$ cat config.mk
export PLATFORM = sky130hd
export DESIGN_NAME = mem_stage_lsu
export DESIGN_NICKNAME = d
export VERILOG_FILES = /design/src/rtl/mem_stage_lsu.sv
export SDC_FILE = /design/constraint.sdc
export NUM_CORES = 1
export LEC_CHECK = 0
export ABC_AREA = 1
export CORE_ASPECT_RATIO = 2
export CORE_UTILIZATION = 39
export CTS_CLUSTER_DIAMETER = 150
export DETAILED_ROUTE_END_ITERATION = 6
export HOLD_SLACK_MARGIN = 0.02
export PLACE_DENSITY_LB_ADDON = 0.1
export REMOVE_ABC_BUFFERS = 1
export SLEW_MARGIN = 10
export SYNTH_ARGS = -nofsm -noshare
export SYNTH_HDL_FRONTEND = slang
export SYNTH_SLANG_ARGS = --single-unit
$ cat constraint.sdc
create_clock -name clk -period 1.4 [get_ports clk]
set_input_delay 0.21 -clock clk [delete_from_list [all_inputs] [get_ports clk]]
set_output_delay 0.21 -clock clk [all_outputs]
set_load 0.02 [all_outputs]
$ cat src/rtl/mem_stage_lsu.sv
// MEM-stage load/store unit: issues data-cache requests and stalls the pipe until they complete.
// Define LSU_TIMEOUT_EN to abort a BUSY access after TIMEOUT_CYCLES cycles with a dmem_err pulse.
module mem_stage_lsu #(
  parameter int unsigned TIMEOUT_CYCLES = 64
) (
  input  logic        clk,
  input  logic        reset,
  input  logic        MEM_valid,
  input  logic        MEM_is_load,
  input  logic        MEM_is_store,
  input  logic [2:0]  MEM_funct3,
  input  logic [31:0] MEM_alu_out,
  input  logic [31:0] MEM_rs2,
  output logic        dmem_read,
  output logic        dmem_write,
  output logic [31:0] dmem_address,
  output logic [31:0] dmem_wdata,
  output logic [3:0]  dmem_byte_enable,
  input  logic [31:0] dmem_rdata,
  input  logic        dmem_resp,
  output logic [31:0] MEM_rdata,
  output logic        mem_stall,
  output logic        misaligned,
  output logic        dmem_err
);

  typedef enum logic [1:0] {StIdle, StBusy, StDone} state_e;

  state_e      state_q, state_d;
  logic        read_q, read_d;
  logic        write_q, write_d;
  logic [31:0] addr_q, addr_d;
  logic [31:0] wdata_q, wdata_d;
  logic [3:0]  be_q, be_d;
  logic [2:0]  funct3_q, funct3_d;
  logic [1:0]  off_q, off_d;
  logic [31:0] rdata_q, rdata_d;
  logic        misaligned_q, misaligned_d;

  logic        is_ld, is_st, op, legal_f3, misalign, bad;
  logic [31:0] st_wdata;
  logic [3:0]  st_be;
  logic [7:0]  ld_byte;
  logic [15:0] ld_half;
  logic [31:0] ld_value;

`ifdef LSU_TIMEOUT_EN
  localparam int unsigned CntW =
      ($clog2(TIMEOUT_CYCLES + 1) > 8) ? $clog2(TIMEOUT_CYCLES + 1) : 8;
  logic [CntW-1:0] cnt_q, cnt_d, cnt_inc;
  logic            err_q, err_d;
`else
  logic unused_timeout;
  assign unused_timeout = ^TIMEOUT_CYCLES;
`endif

  // Load wins when both load and store flags are set.
  always_comb begin
    is_ld = MEM_is_load;
    is_st = MEM_is_store & ~MEM_is_load;
    op    = MEM_valid & (is_ld | is_st);
    if (is_ld) begin
      legal_f3 = MEM_funct3 inside {3'b000, 3'b001, 3'b010, 3'b100, 3'b101};
    end else begin
      legal_f3 = MEM_funct3 inside {3'b000, 3'b001, 3'b010};
    end
    misalign = ((MEM_funct3[1:0] == 2'b01) & MEM_alu_out[0]) |
               ((MEM_funct3[1:0] == 2'b10) & (MEM_alu_out[1:0] != 2'b00));
    bad = ~legal_f3 | misalign;
  end

  always_comb begin
    st_wdata = '0;
    st_be    = 4'b1111;
    if (is_st) begin
      case (MEM_funct3[1:0])
        2'b00: begin
          st_wdata = {4{MEM_rs2[7:0]}};
          st_be    = 4'b0001 << MEM_alu_out[1:0];
        end
        2'b01: begin
          st_wdata = {2{MEM_rs2[15:0]}};
          st_be    = 4'b0011 << {MEM_alu_out[1], 1'b0};
        end
        default: st_wdata = MEM_rs2;
      endcase
    end
  end

  // Lane select uses the offset latched at issue, not the live pipeline address.
  always_comb begin
    ld_byte = dmem_rdata[{off_q, 3'b000} +: 8];
    ld_half = dmem_rdata[{off_q[1], 4'b0000} +: 16];
    case (funct3_q)
      3'b000:  ld_value = {{24{ld_byte[7]}}, ld_byte};
      3'b001:  ld_value = {{16{ld_half[15]}}, ld_half};
      3'b100:  ld_value = {24'b0, ld_byte};
      3'b101:  ld_value = {16'b0, ld_half};
      default: ld_value = dmem_rdata;
    endcase
  end

  always_comb begin
    state_d      = state_q;
    read_d       = read_q;
    write_d      = write_q;
    addr_d       = addr_q;
    wdata_d      = wdata_q;
    be_d         = be_q;
    funct3_d     = funct3_q;
    off_d        = off_q;
    rdata_d      = rdata_q;
    misaligned_d = 1'b0;
    mem_stall    = 1'b0;
`ifdef LSU_TIMEOUT_EN
    cnt_d   = cnt_q;
    cnt_inc = cnt_q + CntW'(1);
    err_d   = 1'b0;
`endif
    case (state_q)
      StIdle: begin
        if (op) begin
          if (bad) begin
            misaligned_d = 1'b1;
          end else begin
            addr_d    = {MEM_alu_out[31:2], 2'b00};
            wdata_d   = st_wdata;
            be_d      = st_be;
            funct3_d  = MEM_funct3;
            off_d     = MEM_alu_out[1:0];
            read_d    = is_ld;
            write_d   = is_st;
            state_d   = StBusy;
            mem_stall = 1'b1;
`ifdef LSU_TIMEOUT_EN
            cnt_d = '0;
`endif
          end
        end
      end
      StBusy: begin
        mem_stall = 1'b1;
        if (dmem_resp) begin
          read_d  = 1'b0;
          write_d = 1'b0;
          if (read_q) begin
            rdata_d = ld_value;
          end
          state_d = StDone;
        end
`ifdef LSU_TIMEOUT_EN
        else if (cnt_inc == CntW'(TIMEOUT_CYCLES)) begin
          read_d  = 1'b0;
          write_d = 1'b0;
          err_d   = 1'b1;
          state_d = StDone;
        end else begin
          cnt_d = cnt_inc;
        end
`endif
      end
      // Instruction is still present here; stay quiet so it is not reissued.
      StDone:  state_d = StIdle;
      default: state_d = StIdle;
    endcase
  end

  always_ff @(posedge clk) begin
    if (reset) begin
      state_q      <= StIdle;
      read_q       <= 1'b0;
      write_q      <= 1'b0;
      addr_q       <= '0;
      wdata_q      <= '0;
      be_q         <= '0;
      funct3_q     <= '0;
      off_q        <= '0;
      rdata_q      <= '0;
      misaligned_q <= 1'b0;
    end else begin
      state_q      <= state_d;
      read_q       <= read_d;
      write_q      <= write_d;
      addr_q       <= addr_d;
      wdata_q      <= wdata_d;
      be_q         <= be_d;
      funct3_q     <= funct3_d;
      off_q        <= off_d;
      rdata_q      <= rdata_d;
      misaligned_q <= misaligned_d;
    end
  end

`ifdef LSU_TIMEOUT_EN
  always_ff @(posedge clk) begin
    if (reset) begin
      cnt_q <= '0;
      err_q <= 1'b0;
    end else begin
      cnt_q <= cnt_d;
      err_q <= err_d;
    end
  end

  assign dmem_err = err_q;
`else
  assign dmem_err = 1'b0;
`endif

  assign dmem_read        = read_q;
  assign dmem_write       = write_q;
  assign dmem_address     = addr_q;
  assign dmem_wdata       = wdata_q;
  assign dmem_byte_enable = be_q;
  assign MEM_rdata        = rdata_q;
  assign misaligned       = misaligned_q;

endmodule

==> reports/qor.txt <==
Initial Util: 0.4000
vias in the first global route: 5505
Post-Synth Adder-Cell Area: 0
Slew @ Worst Pin: 0.5293 ns
routed vias/inst: 5.281
startpoint types: flip-flop
DRT iter0 DRCs: 315
post-synthesis xor/xnor area fraction: 0
Worst Path Arrival: 1.87 ns
met3 usage: 0.04874
Die Area: 0.01336 mm^2
Tcrit/Tclk final: 1.139
Die H: 162.5 um
unrepaired setup endpoints after global routing: yes
main combinational cell family by area after synthesis: simple AND/OR/NAND/NOR gates
Highest Clock Rate: 627.3 MHz
top-level port count: 210
Final setup viols: 80
multiplexer share of the synthesized area: 0
max_cap viols: 0
#FFs+latches synth: 108
Place WS: -0.6446 ns
# DRC: 0
Final Util: 0.6792
Post-CTS Hold Buffers: 0
Rows: 58
crit path max fanout: 8
Mapped Area: 0.005022 mm^2
Max Clock Skew: 0.008343 ns
first-pass GRT wire length: 26660 um
status: finished, violations left
proportion of layout cells with a drive suffix above 1: 0.2329
H-tree depth: 3
Detail Placement HPWL: 12220 um
syn_area_per_cell: 6.870 um^2
Hold Path Class: in -> reg
required time worst endpoint: 1.67 ns
synth unique cells: 30
failing checks: setup timing
Pleak: 4.009 nW
element type at the critical path end: flip-flop
Clk Latency, worst-skew pair: 0.34 ns
most frequent cells in the layout: 131 x nor2_1, 103 x dfxtp_1, 103 x dlygate4sd2_1, 99 x clkdlybuf4s50_1, 93 x nand2_1
grt total ovfl: 0
GRT met2 Usage: 0.4801
area grow syn2layout: 69.78%
CP Class: reg -> reg
total number of vias: 5968
post-layout min period: 1.594 ns
VDD IR max: 0.6136 mV
yosys warns: 0
routing usage on met1: 0.2690
total wire length: 18170 um
Core Area: 0.01255 mm^2
clock sinks: 108
initial antenna violation count: 1
Top Usage Layer GRT: met2
number of routed nets with antenna violations: 0
r2r setup slk: -0.19 ns
Nets: 1080
sequential share of the synthesized area: 0.4305
final slew viol count: 0
Hold Fails Final Rpt: 0
Mapped Cells: 731
Pwr Density: 842.5 mW/mm^2
Synth Area in Compound Gates: 0.2083
Num CTS Buffers: 9
final RePlAce weighted congestion: 0.8777
most common cell after layout, fill and taps aside: nor2_1
relative slew slack: 0.6471
Post-Synth Simple-Gate Area: 0.2631
largest net degree at the start of global routing: 74
clock-pin slew on the worst setup and hold paths: 0.08 ns
Setup WS post-layout: -0.1940 ns
TritonCTS clock tree: built
1st-pass router iterations: 5
per-cell routed wire length: 16.08 um
All-Layer GR Usage: 0.2603
Die Wd: 82.24 um
Port Buf Inserts: 206
maximum clock path buffer count: 2
Root Driver: clkbuf_16
[state kept, by name, indices dropped and copies added, names as in the netlist]
name,count
off_q,2
state_q,2
dmem_wdata,32
dmem_read,1
dmem_write,1
funct3_q,3
MEM_rdata,32
dmem_address,30
misaligned,1
dmem_byte_enable,4
[per-layer routing]
layer	up-vias	share of wire
met4	0	0.043
met5	-	0
met1	2768	0.35
met2	274	0.54
met3	51	0.070
li1	2875	-
[synth_stat cells (all sizes together)]
cell type / n / area, um^2
buf: 30 / 237.7
o22ai: 8 / 50.05
a31oi: 3 / 18.77
conb: 1 / 3.750
or2: 7 / 43.80
a22oi: 1 / 7.510
a21oi: 65 / 325.3
nor3: 9 / 45.04
nor2: 177 / 688.2
clkbuf: 23 / 86.33
a21o: 6 / 45.04
o31ai: 2 / 15.01
inv: 44 / 165.2
o211ai: 4 / 30.03
o21ai: 110 / 554.3
nand3: 19 / 100.1
dfxtp: 108 / 2162
nand2: 113 / 436.7
nor3b: 1 / 7.510
[power by group]
group          switching [mW]  internal (mW)  leakage (nW)
registers              0.0642           3.17         0.878
clock network            1.17           1.20         0.132
logic                   0.836          0.747          3.00
total                    2.07           5.12          4.01
[kinds of logic after synthesis]
family,count (synthesis)
AO/OA/AOI/OAI,199
buffers and inverters,97
flip-flops,108
other,1
AND/OR/NAND/NOR,326
[worst paths after layout]
kind / start / end / depth (start not counted)
worst min register to register: dmem_wdata[11]$_SDFFE_PP0P_ / dmem_wdata[11]$_SDFFE_PP0P_ / 2
worst max register to register: state_q[1]$_SDFFE_PP0P_ / dmem_wdata[29]$_SDFFE_PP0P_ / 8
worst max-delay path: state_q[1]$_SDFFE_PP0P_ / dmem_wdata[29]$_SDFFE_PP0P_ / 8
worst min-delay path: reset / off_q[1]$_SDFFE_PP0P_ / 3
[worst max-delay path: stages (launching register included)]
cell and delay [ns]:
dfxtp_2 0.34, nor2_4 0.13, buf_6 0.11, o211ai_1 0.18
nor2_8 0.24, buf_6 0.17, buf_12 0.14, nand2_4 0.06
a21oi_2 0.16
[cell type report]
type	instances	area (um^2)
sequential	108	2168
antenna	1	2.502
timing repair buffer	284	2873
fill	1118	4028
multi-input combinational	528	2863
tap	150	187.7
inverter	44	167.7
clock buffer	9	225.2
clock inverter	6	40.04
[through the flow]
step                cells  power (mW)  cell area (um^2)  setup TNS (ns)  hold WS [ns]
floorplan             680       3.869              4706          -56.48        0.2791
global placement     1092       4.648              7413          -46.43        0.4513
detailed placement   1092       4.675              7413          -50.35        0.4573
CTS                  1118       7.093              7949          -4.670        0.2513
global route         1129       7.487              8524          -14.39        0.2792
finish               1130       7.184              8527          -8.223        0.2629
[timing repair]
item / CTS / global route
pin swaps: 35 / 42
gates resized for setup: 172 / 157
buffers inserted: 6 / 8
cloned: 5 / 4
setup endpoints to repair: 190 / 98
(Power assumes the default switching activity.)
